$ cat src/rtl/mc_control_if.sv
// mc_control_if: opcode/status inputs and control outputs of the multicycle controller.
interface mc_control_if #(parameter int STATE_W = 4);
  logic [6:0] op;
  logic Zero, MemReady;
  logic PCWrite, AdrSrc, IRWrite, MemWrite, RegWrite;
  logic [1:0] ResultSrc, ALUSrcA, ALUSrcB, ALUOp;
  logic [2:0] ImmSrc;
  logic Illegal, InstrDone;
  logic [STATE_W-1:0] State;
  modport master(output op, Zero, MemReady,
                 input PCWrite, AdrSrc, IRWrite, MemWrite, RegWrite, ResultSrc,
                 ALUSrcA, ALUSrcB, ALUOp, ImmSrc, Illegal, InstrDone, State);
  modport slave(input op, Zero, MemReady,
                output PCWrite, AdrSrc, IRWrite, MemWrite, RegWrite, ResultSrc,
                ALUSrcA, ALUSrcB, ALUOp, ImmSrc, Illegal, InstrDone, State);
endinterface

$ cat src/rtl/mc_control_fsm.sv
// mc_control_fsm: multicycle RISC-V control FSM with memory handshake, sticky trap and retire pulse.
module mc_control_fsm #(
  parameter bit ENABLE_UPPER = 1,
  parameter bit ENABLE_JALR = 1,
  parameter int STATE_W = 4
) (
  input logic clk,
  input logic rst_n,
  mc_control_if.slave bus
);
  typedef enum logic [3:0] {
    FETCH = 4'd0, DECODE = 4'd1, MEMADR = 4'd2, MEMREAD = 4'd3, MEMWB = 4'd4,
    MEMWRITE = 4'd5, EXECR = 4'd6, EXECI = 4'd7, ALUWB = 4'd8, BRANCH = 4'd9,
    JAL = 4'd10, JALR = 4'd11, UPPER = 4'd12, TRAP = 4'd13
  } state_t;
  localparam logic [6:0] OP_LOAD = 7'b0000011, OP_STORE = 7'b0100011, OP_R = 7'b0110011,
    OP_I = 7'b0010011, OP_BR = 7'b1100011, OP_JAL = 7'b1101111, OP_JALR = 7'b1100111,
    OP_LUI = 7'b0110111, OP_AUIPC = 7'b0010111;
  state_t state, next;
  logic jalr_flag, illegal, instr_done, pc_update, branch;
  always_ff @(posedge clk or negedge rst_n)
    if (!rst_n) begin
      state <= FETCH;
      jalr_flag <= 1'b0;
      illegal <= 1'b0;
      instr_done <= 1'b0;
    end else begin
      state <= next;
      jalr_flag <= state == JALR;
      illegal <= illegal | (next == TRAP);
      instr_done <= next == FETCH && state != FETCH;
    end
  always_comb begin
    next = state;
    case (state)
      FETCH: next = bus.MemReady ? DECODE : FETCH;
      DECODE:
        case (bus.op)
          OP_LOAD, OP_STORE: next = MEMADR;
          OP_R: next = EXECR;
          OP_I: next = EXECI;
          OP_BR: next = BRANCH;
          OP_JAL: next = JAL;
          OP_JALR: next = ENABLE_JALR ? JALR : TRAP;
          OP_LUI, OP_AUIPC: next = ENABLE_UPPER ? UPPER : TRAP;
          default: next = TRAP;
        endcase
      MEMADR: next = bus.op == OP_LOAD ? MEMREAD : MEMWRITE;
      MEMREAD: next = bus.MemReady ? MEMWB : MEMREAD;
      MEMWRITE: next = bus.MemReady ? FETCH : MEMWRITE;
      MEMWB, ALUWB, BRANCH: next = FETCH;
      EXECR, EXECI, JAL, UPPER: next = ALUWB;
      JALR: next = JAL;
      TRAP: next = TRAP;
      default: next = FETCH;
    endcase
  end
  always_comb begin
    bus.AdrSrc = 1'b0;
    bus.IRWrite = 1'b0;
    bus.MemWrite = 1'b0;
    bus.RegWrite = 1'b0;
    bus.ResultSrc = 2'b00;
    bus.ALUSrcA = 2'b00;
    bus.ALUSrcB = 2'b00;
    bus.ALUOp = 2'b00;
    pc_update = 1'b0;
    branch = 1'b0;
    case (state)
      FETCH: begin
        bus.ALUSrcB = 2'b10;
        bus.ResultSrc = 2'b10;
        bus.IRWrite = bus.MemReady;
        pc_update = bus.MemReady;
      end
      DECODE: begin
        bus.ALUSrcA = 2'b01;
        bus.ALUSrcB = 2'b01;
      end
      MEMADR: begin
        bus.ALUSrcA = 2'b10;
        bus.ALUSrcB = 2'b01;
      end
      MEMREAD: bus.AdrSrc = 1'b1;
      MEMWB: begin
        bus.ResultSrc = 2'b01;
        bus.RegWrite = 1'b1;
      end
      MEMWRITE: begin
        bus.AdrSrc = 1'b1;
        bus.MemWrite = 1'b1;
      end
      EXECR: begin
        bus.ALUSrcA = 2'b10;
        bus.ALUOp = 2'b10;
      end
      EXECI: begin
        bus.ALUSrcA = 2'b10;
        bus.ALUSrcB = 2'b01;
        bus.ALUOp = 2'b10;
      end
      ALUWB: bus.RegWrite = 1'b1;
      BRANCH: begin
        bus.ALUSrcA = 2'b10;
        bus.ALUOp = 2'b01;
        branch = 1'b1;
      end
      JAL: begin
        bus.ALUSrcA = 2'b01;
        bus.ALUSrcB = 2'b10;
        pc_update = !jalr_flag;
      end
      JALR: begin
        bus.ALUSrcA = 2'b10;
        bus.ALUSrcB = 2'b01;
        bus.ResultSrc = 2'b10;
        pc_update = 1'b1;
      end
      UPPER: begin
        // LUI adds the immediate to RD1 with rs1 forced to x0 by the datapath
        bus.ALUSrcA = bus.op == OP_AUIPC ? 2'b01 : 2'b10;
        bus.ALUSrcB = 2'b01;
      end
      default: ;
    endcase
  end
  always_comb begin
    bus.ImmSrc = 3'b000;
    case (bus.op)
      OP_STORE: bus.ImmSrc = 3'b001;
      OP_BR: bus.ImmSrc = 3'b010;
      OP_JAL: bus.ImmSrc = 3'b011;
      OP_LUI, OP_AUIPC: bus.ImmSrc = 3'b100;
      default: ;
    endcase
  end
  assign bus.PCWrite = pc_update | (branch & bus.Zero);
  assign bus.Illegal = illegal;
  assign bus.InstrDone = instr_done;
  assign bus.State = STATE_W'(state);
endmodule

$ cat src/flat_wrapper.sv
// flat-port wrapper written by rule: the top's interface ports become plain ports
module mc_control_fsm_flat 
#(
  parameter bit ENABLE_UPPER = 1,
  parameter bit ENABLE_JALR = 1,
  parameter int STATE_W = 4
)
  (clk, rst_n, bus_op, bus_Zero, bus_MemReady, bus_PCWrite, bus_AdrSrc, bus_IRWrite, bus_MemWrite, bus_RegWrite, bus_ResultSrc, bus_ALUSrcA, bus_ALUSrcB, bus_ALUOp, bus_ImmSrc, bus_Illegal, bus_InstrDone, bus_State);
  mc_control_if #(.STATE_W(STATE_W)) bus_i ();
  input logic clk;
  input logic rst_n;
  input wire logic [$bits(bus_i.op)-1:0] bus_op;
  input wire logic [$bits(bus_i.Zero)-1:0] bus_Zero;
  input wire logic [$bits(bus_i.MemReady)-1:0] bus_MemReady;
  output wire logic [$bits(bus_i.PCWrite)-1:0] bus_PCWrite;
  output wire logic [$bits(bus_i.AdrSrc)-1:0] bus_AdrSrc;
  output wire logic [$bits(bus_i.IRWrite)-1:0] bus_IRWrite;
  output wire logic [$bits(bus_i.MemWrite)-1:0] bus_MemWrite;
  output wire logic [$bits(bus_i.RegWrite)-1:0] bus_RegWrite;
  output wire logic [$bits(bus_i.ResultSrc)-1:0] bus_ResultSrc;
  output wire logic [$bits(bus_i.ALUSrcA)-1:0] bus_ALUSrcA;
  output wire logic [$bits(bus_i.ALUSrcB)-1:0] bus_ALUSrcB;
  output wire logic [$bits(bus_i.ALUOp)-1:0] bus_ALUOp;
  output wire logic [$bits(bus_i.ImmSrc)-1:0] bus_ImmSrc;
  output wire logic [$bits(bus_i.Illegal)-1:0] bus_Illegal;
  output wire logic [$bits(bus_i.InstrDone)-1:0] bus_InstrDone;
  output wire logic [$bits(bus_i.State)-1:0] bus_State;
  assign bus_i.op = bus_op;
  assign bus_i.Zero = bus_Zero;
  assign bus_i.MemReady = bus_MemReady;
  assign bus_PCWrite = bus_i.PCWrite;
  assign bus_AdrSrc = bus_i.AdrSrc;
  assign bus_IRWrite = bus_i.IRWrite;
  assign bus_MemWrite = bus_i.MemWrite;
  assign bus_RegWrite = bus_i.RegWrite;
  assign bus_ResultSrc = bus_i.ResultSrc;
  assign bus_ALUSrcA = bus_i.ALUSrcA;
  assign bus_ALUSrcB = bus_i.ALUSrcB;
  assign bus_ALUOp = bus_i.ALUOp;
  assign bus_ImmSrc = bus_i.ImmSrc;
  assign bus_Illegal = bus_i.Illegal;
  assign bus_InstrDone = bus_i.InstrDone;
  assign bus_State = bus_i.State;
  mc_control_fsm #(.ENABLE_UPPER(ENABLE_UPPER), .ENABLE_JALR(ENABLE_JALR), .STATE_W(STATE_W)) u_core (.clk(clk), .rst_n(rst_n), .bus(bus_i));
endmodule
$ cat config.mk
export PLATFORM = sky130hd
export DESIGN_NAME = mc_control_fsm_flat
export DESIGN_NICKNAME = d
export VERILOG_FILES = /design/src/rtl/mc_control_if.sv /design/src/rtl/mc_control_fsm.sv /design/src/flat_wrapper.sv
export SDC_FILE = /design/constraint.sdc
export NUM_CORES = 1
export LEC_CHECK = 0
export CAP_MARGIN = 20
export CORE_ASPECT_RATIO = 0.7
export CORE_MARGIN = 8
export CORE_UTILIZATION = 37
export DETAILED_ROUTE_END_ITERATION = 6
export GPL_ROUTABILITY_DRIVEN = 0
export GPL_TIMING_DRIVEN = 0
export PLACE_DENSITY = 0.75
export SETUP_SLACK_MARGIN = 0.3
export SYNTH_ARGS = -nofsm -noshare
export SYNTH_HDL_FRONTEND = slang
export SYNTH_SLANG_ARGS = --single-unit
$ cat constraint.sdc
create_clock -name clk -period 2.1 [get_ports clk]
set_input_delay 0.63 -clock clk [delete_from_list [all_inputs] [get_ports clk]]
set_output_delay 0.63 -clock clk [all_outputs]
set_load 0.02 [all_outputs]
# --- Yosys cells after proc, flatten, opt, wreduce, memory -nomap -nowiden ---
# Cells that the tools add are included.
classes:
  reduce_logical: 16
  n_addsub: 0
  n_mul: 0
  n_eq_ne: 23
  shift: 0
  bitwise: 3
  order_cmp: 0
  div: 0
  muxes: 18
op_table:
  columns: ["cell", "n"]
  rows:
  - ["$pmux 4 s8", 1]
  - ["$eq 4x4->1 const B", 7]
  - ["$pmux 4 s7", 1]
  - ["$eq 7x6->1 const B", 3]
  - ["$eq 7x7->1 const B", 3]
  - ["$eq 4x3->1 const B", 4]
  - ["$reduce_or 2->1", 8]
  - ["$eq 7x5->1 const B", 2]
  - ["$pmux 2 s2", 3]
  - ["$pmux 3 s4", 1]
  - ["$reduce_or 5->1", 2]
  - ["$mux 3", 3]
  - ["$eq 4x2->1 const B", 2]
  - ["$logic_not 4->1", 2]
  - ["$eq 7x2->1 const B", 1]
  - ["$mux 1", 6]
  - ["$pmux 2 s3", 1]
  - ["$eq 4x1->1 const B", 1]
  - ["$reduce_bool 4->1", 1]
  - ["$reduce_or 4->1", 1]
  - ["$pmux 1 s3", 1]
  - ["$mux 2", 1]
  - ["$or 1x1->1", 2]
  - ["$and 1x1->1", 1]
  - ["other kinds (2)", 2]
totals:
  in_bits: 11
  latch_bits: 0
  rom_bits: 0
  ram_bits: 0
  mem_count: 0
  ff_bits: 7
  wordCells: 64

# --- Longest topological paths before layout ---
logic_depth:
  word_depth: 6
  depth_mapped: 6

# --- Worst setup path after synthesis ---
# OpenSTA, ideal clock, no wires.
synth_path:
  path_type: "in2out"
  startpoint: "input port bus_op[3]"
  endpoint: "output port bus_ALUSrcA[0]"
  stages: 5
  arrival_ns: 1.814
  setup_slack_ns: -0.344
  path_cell_list: "nor4bb_1 -> and3_2 -> and2_1 -> a22oi_1 -> o22ai_1"
synth_between:
  elab_chain_cells: 3
synth_lines:
  columns: ["element", "line", "text"]
  rows:
  - ["from (decl)", "flat_wrapper.sv:12", "input wire logic [$bits(bus_i.op)-1:0] bus_op;"]
  - ["$eq 7x5->1", "mc_control_fsm.sv:121", "bus.ALUSrcA = bus.op == OP_AUIPC ? 2'b01 : 2'b10;"]
  - ["$mux 2", "mc_control_fsm.sv:121", null]
  - ["$pmux 2 s3", "mc_control_fsm.sv:69", "case (state)"]
  - ["to (decl)", "flat_wrapper.sv:21", "output wire logic [$bits(bus_i.ALUSrcA)-1:0] bus_ALUSrcA;"]
# No other way between the ends.

# --- Worst setup path in the final report ---
layout_path:
  startpoint: "input port bus_op[3]"
  endpoint: "output port bus_ALUSrcA[1]"
# Same word-level chain as after synthesis.

==> run summary <==
======================================================================================================
Run status                                                                                complete, but fails checks
Violated checks                                                                           setup timing
Sequential share of the synthesized area                                                        0.2405
Number of cell rows                                                                                 13
Total standard cell area after synthesis                                                   728.2 sq um
Fin crit period                                                                                2453 ps
Slew @ Worst Pin                                                                              574.4 ps
Crit path kind                                                                            primary input to primary output
Clock Tree Buf Depth                                                                                 2
Crit path max fanout                                                                                 5
Stages on worst setup path                                                                           7
Vias in the first global route                                                                    1105
Final-stage net count                                                                              174
Starting Density                                                                                0.3927
Fraction of registers with async set or reset after synthesis                                    1.000
Placeable Area                                                                              1854 sq um
Slowest stage cell on the critical path                                                       nor4bb_4
Port Buf Inserts                                                                                    32
Kind of end point of the critical path                                                    primary output
Predominant post-synthesis flop cell                                                           dfrtp_1
Dominant cells by area after synthesis                                                    dfrtp_1, nor2_1, a21oi_1, nand2b_1, buf_6
Clock latency on the worst-skew pair                                                            270 ps
Clock transition at the register clock pins on the worst setup and hold paths after CTS          60 ps
Pin count of the biggest net entering global routing                                                11
Worst clock skew                                                                             0.7193 ps
Placed cell count                                                                                  147
YS warnings                                                                                          0
Antenna Violating Nets Remaining                                                                     0
H-Tree Level Count                                                                                   1
Average wire per standard cell                                                                22.69 um
Number of hold buffers added after cts                                                               0
Synth area leader                                                                              dfrtp_1
Largest incremental delay on the critical path                                                  310 ps
Starting DRT DRC Count                                                                             122
Detailed-placement wirelength estimate                                                         1976 um
R2R setup slack                                                                                 200 ps
Die Height                                                                                    53.12 um
Number of nets in the synthesized netlist                                                          104
Antenna Cells                                                                                        0
Headroom to the max-slew limit                                                                  0.6138
Detailed Route WL                                                                              4175 um
Ports                                                                                               33
Final number of setup-violating endpoints                                                            8
Clock tree from TritonCTS                                                                          yes
Fillcell total                                                                                      66
Layout Area Growth over Synthesis                                                               136.9%
Pwr Density                                                                               1235 nW/um^2
Routed vias                                                                                       1141
Crit-path cells                                                                           buf_8, nor4bb_4, and3_4, and2_4, o21ai_2, a22o_1, buf_6
Static power due to leakage                                                                  0.7466 nW
# clock sinks                                                                                        7
Share of post-route cells with drive strength above 1                                           0.6914
Clock root buffer                                                                             clkbuf_4
Path depth of the worst reg2reg path                                                                 7
Max VDD drop                                                                                  1.259 mV
Initial antenna violation count                                                                      0
Flip-flop and latch count after synthesis                                                            7
Total negative slack for setup checks                                                         -1150 ps
Setup Slack @ Placement                                                                       -1231 ps
Cells after Synth                                                                                   93
Die W                                                                                         69.03 um
MaxCap Viol Count                                                                                    0
Arrival @ worst endpoint                                                                       1820 ps
Number of buffer and inverter stages on the critical path                                            2
Grt total ovfl                                                                                       0
Hold/Removal Path Class                                                                   register to register
Period utilization                                                                               1.168
RSZ-0062 raised after global routing                                                               yes
Cells on Worst Hold Path                                                                             1
Setup WS post-layout                                                                         -352.5 ps
First-pass GRT wire length                                                                     5361 um
Die outline area                                                                            3666 sq um
Total routing usage reported by global routing                                                  0.1773
Pre-antenna DRT Iters                                                                                4
Required @ worst endpoint                                                                      1470 ps
Inserted Clock Buffers                                                                               3
Residual DRC                                                                                         0
Hold violation total from the final report                                                           0
Crit-path leading delay family                                                            simple AND/OR/NAND/NOR gates
Number of distinct standard cells referenced by the synthesized netlist                             46
Final count of pins violating max slew                                                               0
Number of synthesized flops with an enable pin                                                       0
Proportion of netlist area held by the largest area contributor                                 0.2405
Final Instance Count excl. Fillers                                                                 184
Max Clk Rate                                                                                0.4077 GHz
Kind of start point of the critical path                                                  primary input
Avg Cell Area, Syn                                                                         7.830 sq um
Detailed-route vias per instance                                                                 6.201
======================================================================================================
## kinds of logic after synthesis
family / count (synthesis) / synth area share
xor+xnor: 2 / 0.02406
mux: 1 / 0.01546
flops: 7 / 0.2406
compound gates: 29 / 0.2904
buf+inv: 10 / 0.07561
simple gates: 44 / 0.3540
## path summary, 6_finish.rpt
path | start | to
max in group asynchronous | rst_n | u_core.bus.State[3]$_DFF_PN0_
worst min register to register | u_core.bus.Illegal$_DFF_PN0_ | u_core.bus.Illegal$_DFF_PN0_
worst max-delay path | bus_op[3] | bus_ALUSrcA[1]
worst max register to register | u_core.bus.State[3]$_DFF_PN0_ | u_core.bus.Illegal$_DFF_PN0_
worst min-delay path | u_core.bus.Illegal$_DFF_PN0_ | u_core.bus.Illegal$_DFF_PN0_
min in group asynchronous | rst_n | u_core.bus.Illegal$_DFF_PN0_
## cells in the mapped netlist, types with 2 or more instances
cell type	count
buf_6	2
a211oi_1	2
nand3_1	2
o211ai_1	3
nand2b_1	4
nor3_1	3
o21ai_1	2
o21ai_0	2
dfrtp_1	7
xnor2_1	2
nor2_1	11
inv_1	2
nand2_1	5
buf_2	2
inv_2	2
a21oi_1	6
a22oi_1	2
o31ai_1	2
clkbuf_1	2
or3_1	2
nor4_1	3
## worst reg2reg max path, cell delays in order (launching register included)
cell and delay, ps:
dfrtp_2 420, buf_4 160, buf_4 140, or2_0 280, a2111o_1 430, o311ai_4 90
inv_2 60, a41o_1 200
## state kept, by name (all words and copies together), names as in the netlist
name	flops
u_core.bus.Illegal	1
u_core.bus.InstrDone	1
u_core.jalr_flag	1
u_core.bus.State	4
## layout make-up
type / count / area [sq um] / area share
Buffer: 6 / 83.83 / 0.04859
Sequential cell: 7 / 178.9 / 0.1037
Tap cell: 22 / 27.53 / 0.01595
Timing Repair Buffer: 65 / 625.6 / 0.3626
Inverter: 4 / 35.03 / 0.02030
Clock buffer: 4 / 26.28 / 0.01523
Multi-Input combinational cell: 76 / 748.2 / 0.4336
## cell usage in the layout (no fill, tap or decap), drive strengths merged, types with 2 or more instances in the layout
cell type	synthesis	final
buf	4	60
nor2	12	12
clkbuf	2	8
dfrtp	7	7
dlygate4sd2	0	6
nand2	6	6
a21oi	6	6
o21ai	4	4
nand2b	4	4
or3	3	3
o211ai	3	3
nor3	3	3
nor4	3	3
and3	2	2
clkinvlp	0	2
nand3	2	2
or2	2	2
inv	4	2
a211oi	2	2
o31ai	2	2
xnor2	2	2
and2	2	2
a22oi	2	2
## power breakdown
| part | switching [mW] | internal [mW] | leakage, nW | total, mW |
|---|---|---|---|---|
| combinational | 0.954 | 0.830 | 0.647 | 1.78 |
| sequential | 0.0292 | 0.182 | 0.0846 | 0.211 |
| clock | 0.0622 | 0.0733 | 0.0150 | 0.136 |
| total | 1.05 | 1.09 | 0.747 | 2.13 |
## through the flow
stage | power (mW) | instance area (sq um) | utilization | hold WS (ps)
finish | 2.131 | 1725 | 0.9305 | 476.3
CTS | 1.910 | 1577 | 0.8502 | 465.5
global route | 2.222 | 1725 | 0.9305 | 487.1
floorplan | 1.002 | 879.6 | - | 334.4
detailed placement | 1.448 | 1227 | 0.6619 | 459.1
global placement | 1.435 | 1227 | 0.6619 | 454.3
## metal layers
layer | global-route usage | wire [um] | up-vias
li1 | - | - | 487
met1 | 0.2040 | 1589 | 537
met2 | 0.3282 | 1994 | 96
met3 | 0.05037 | 436 | 21
met4 | 0.03051 | 154 | 0
met5 | 0 | 0 | -
## repair_timing
| action | CTS | global route |
|---|---|---|
| gates cloned | 3 | 0 |
| hold endpoints to repair | 0 | 0 |
| pin swaps | 16 | 12 |
| endpoints found under the setup margin | 28 | 20 |
| setup buffers | 21 | 9 |
| gates resized for setup | 169 | 20 |
No activity file was read; power rests on OpenSTA's default activity.
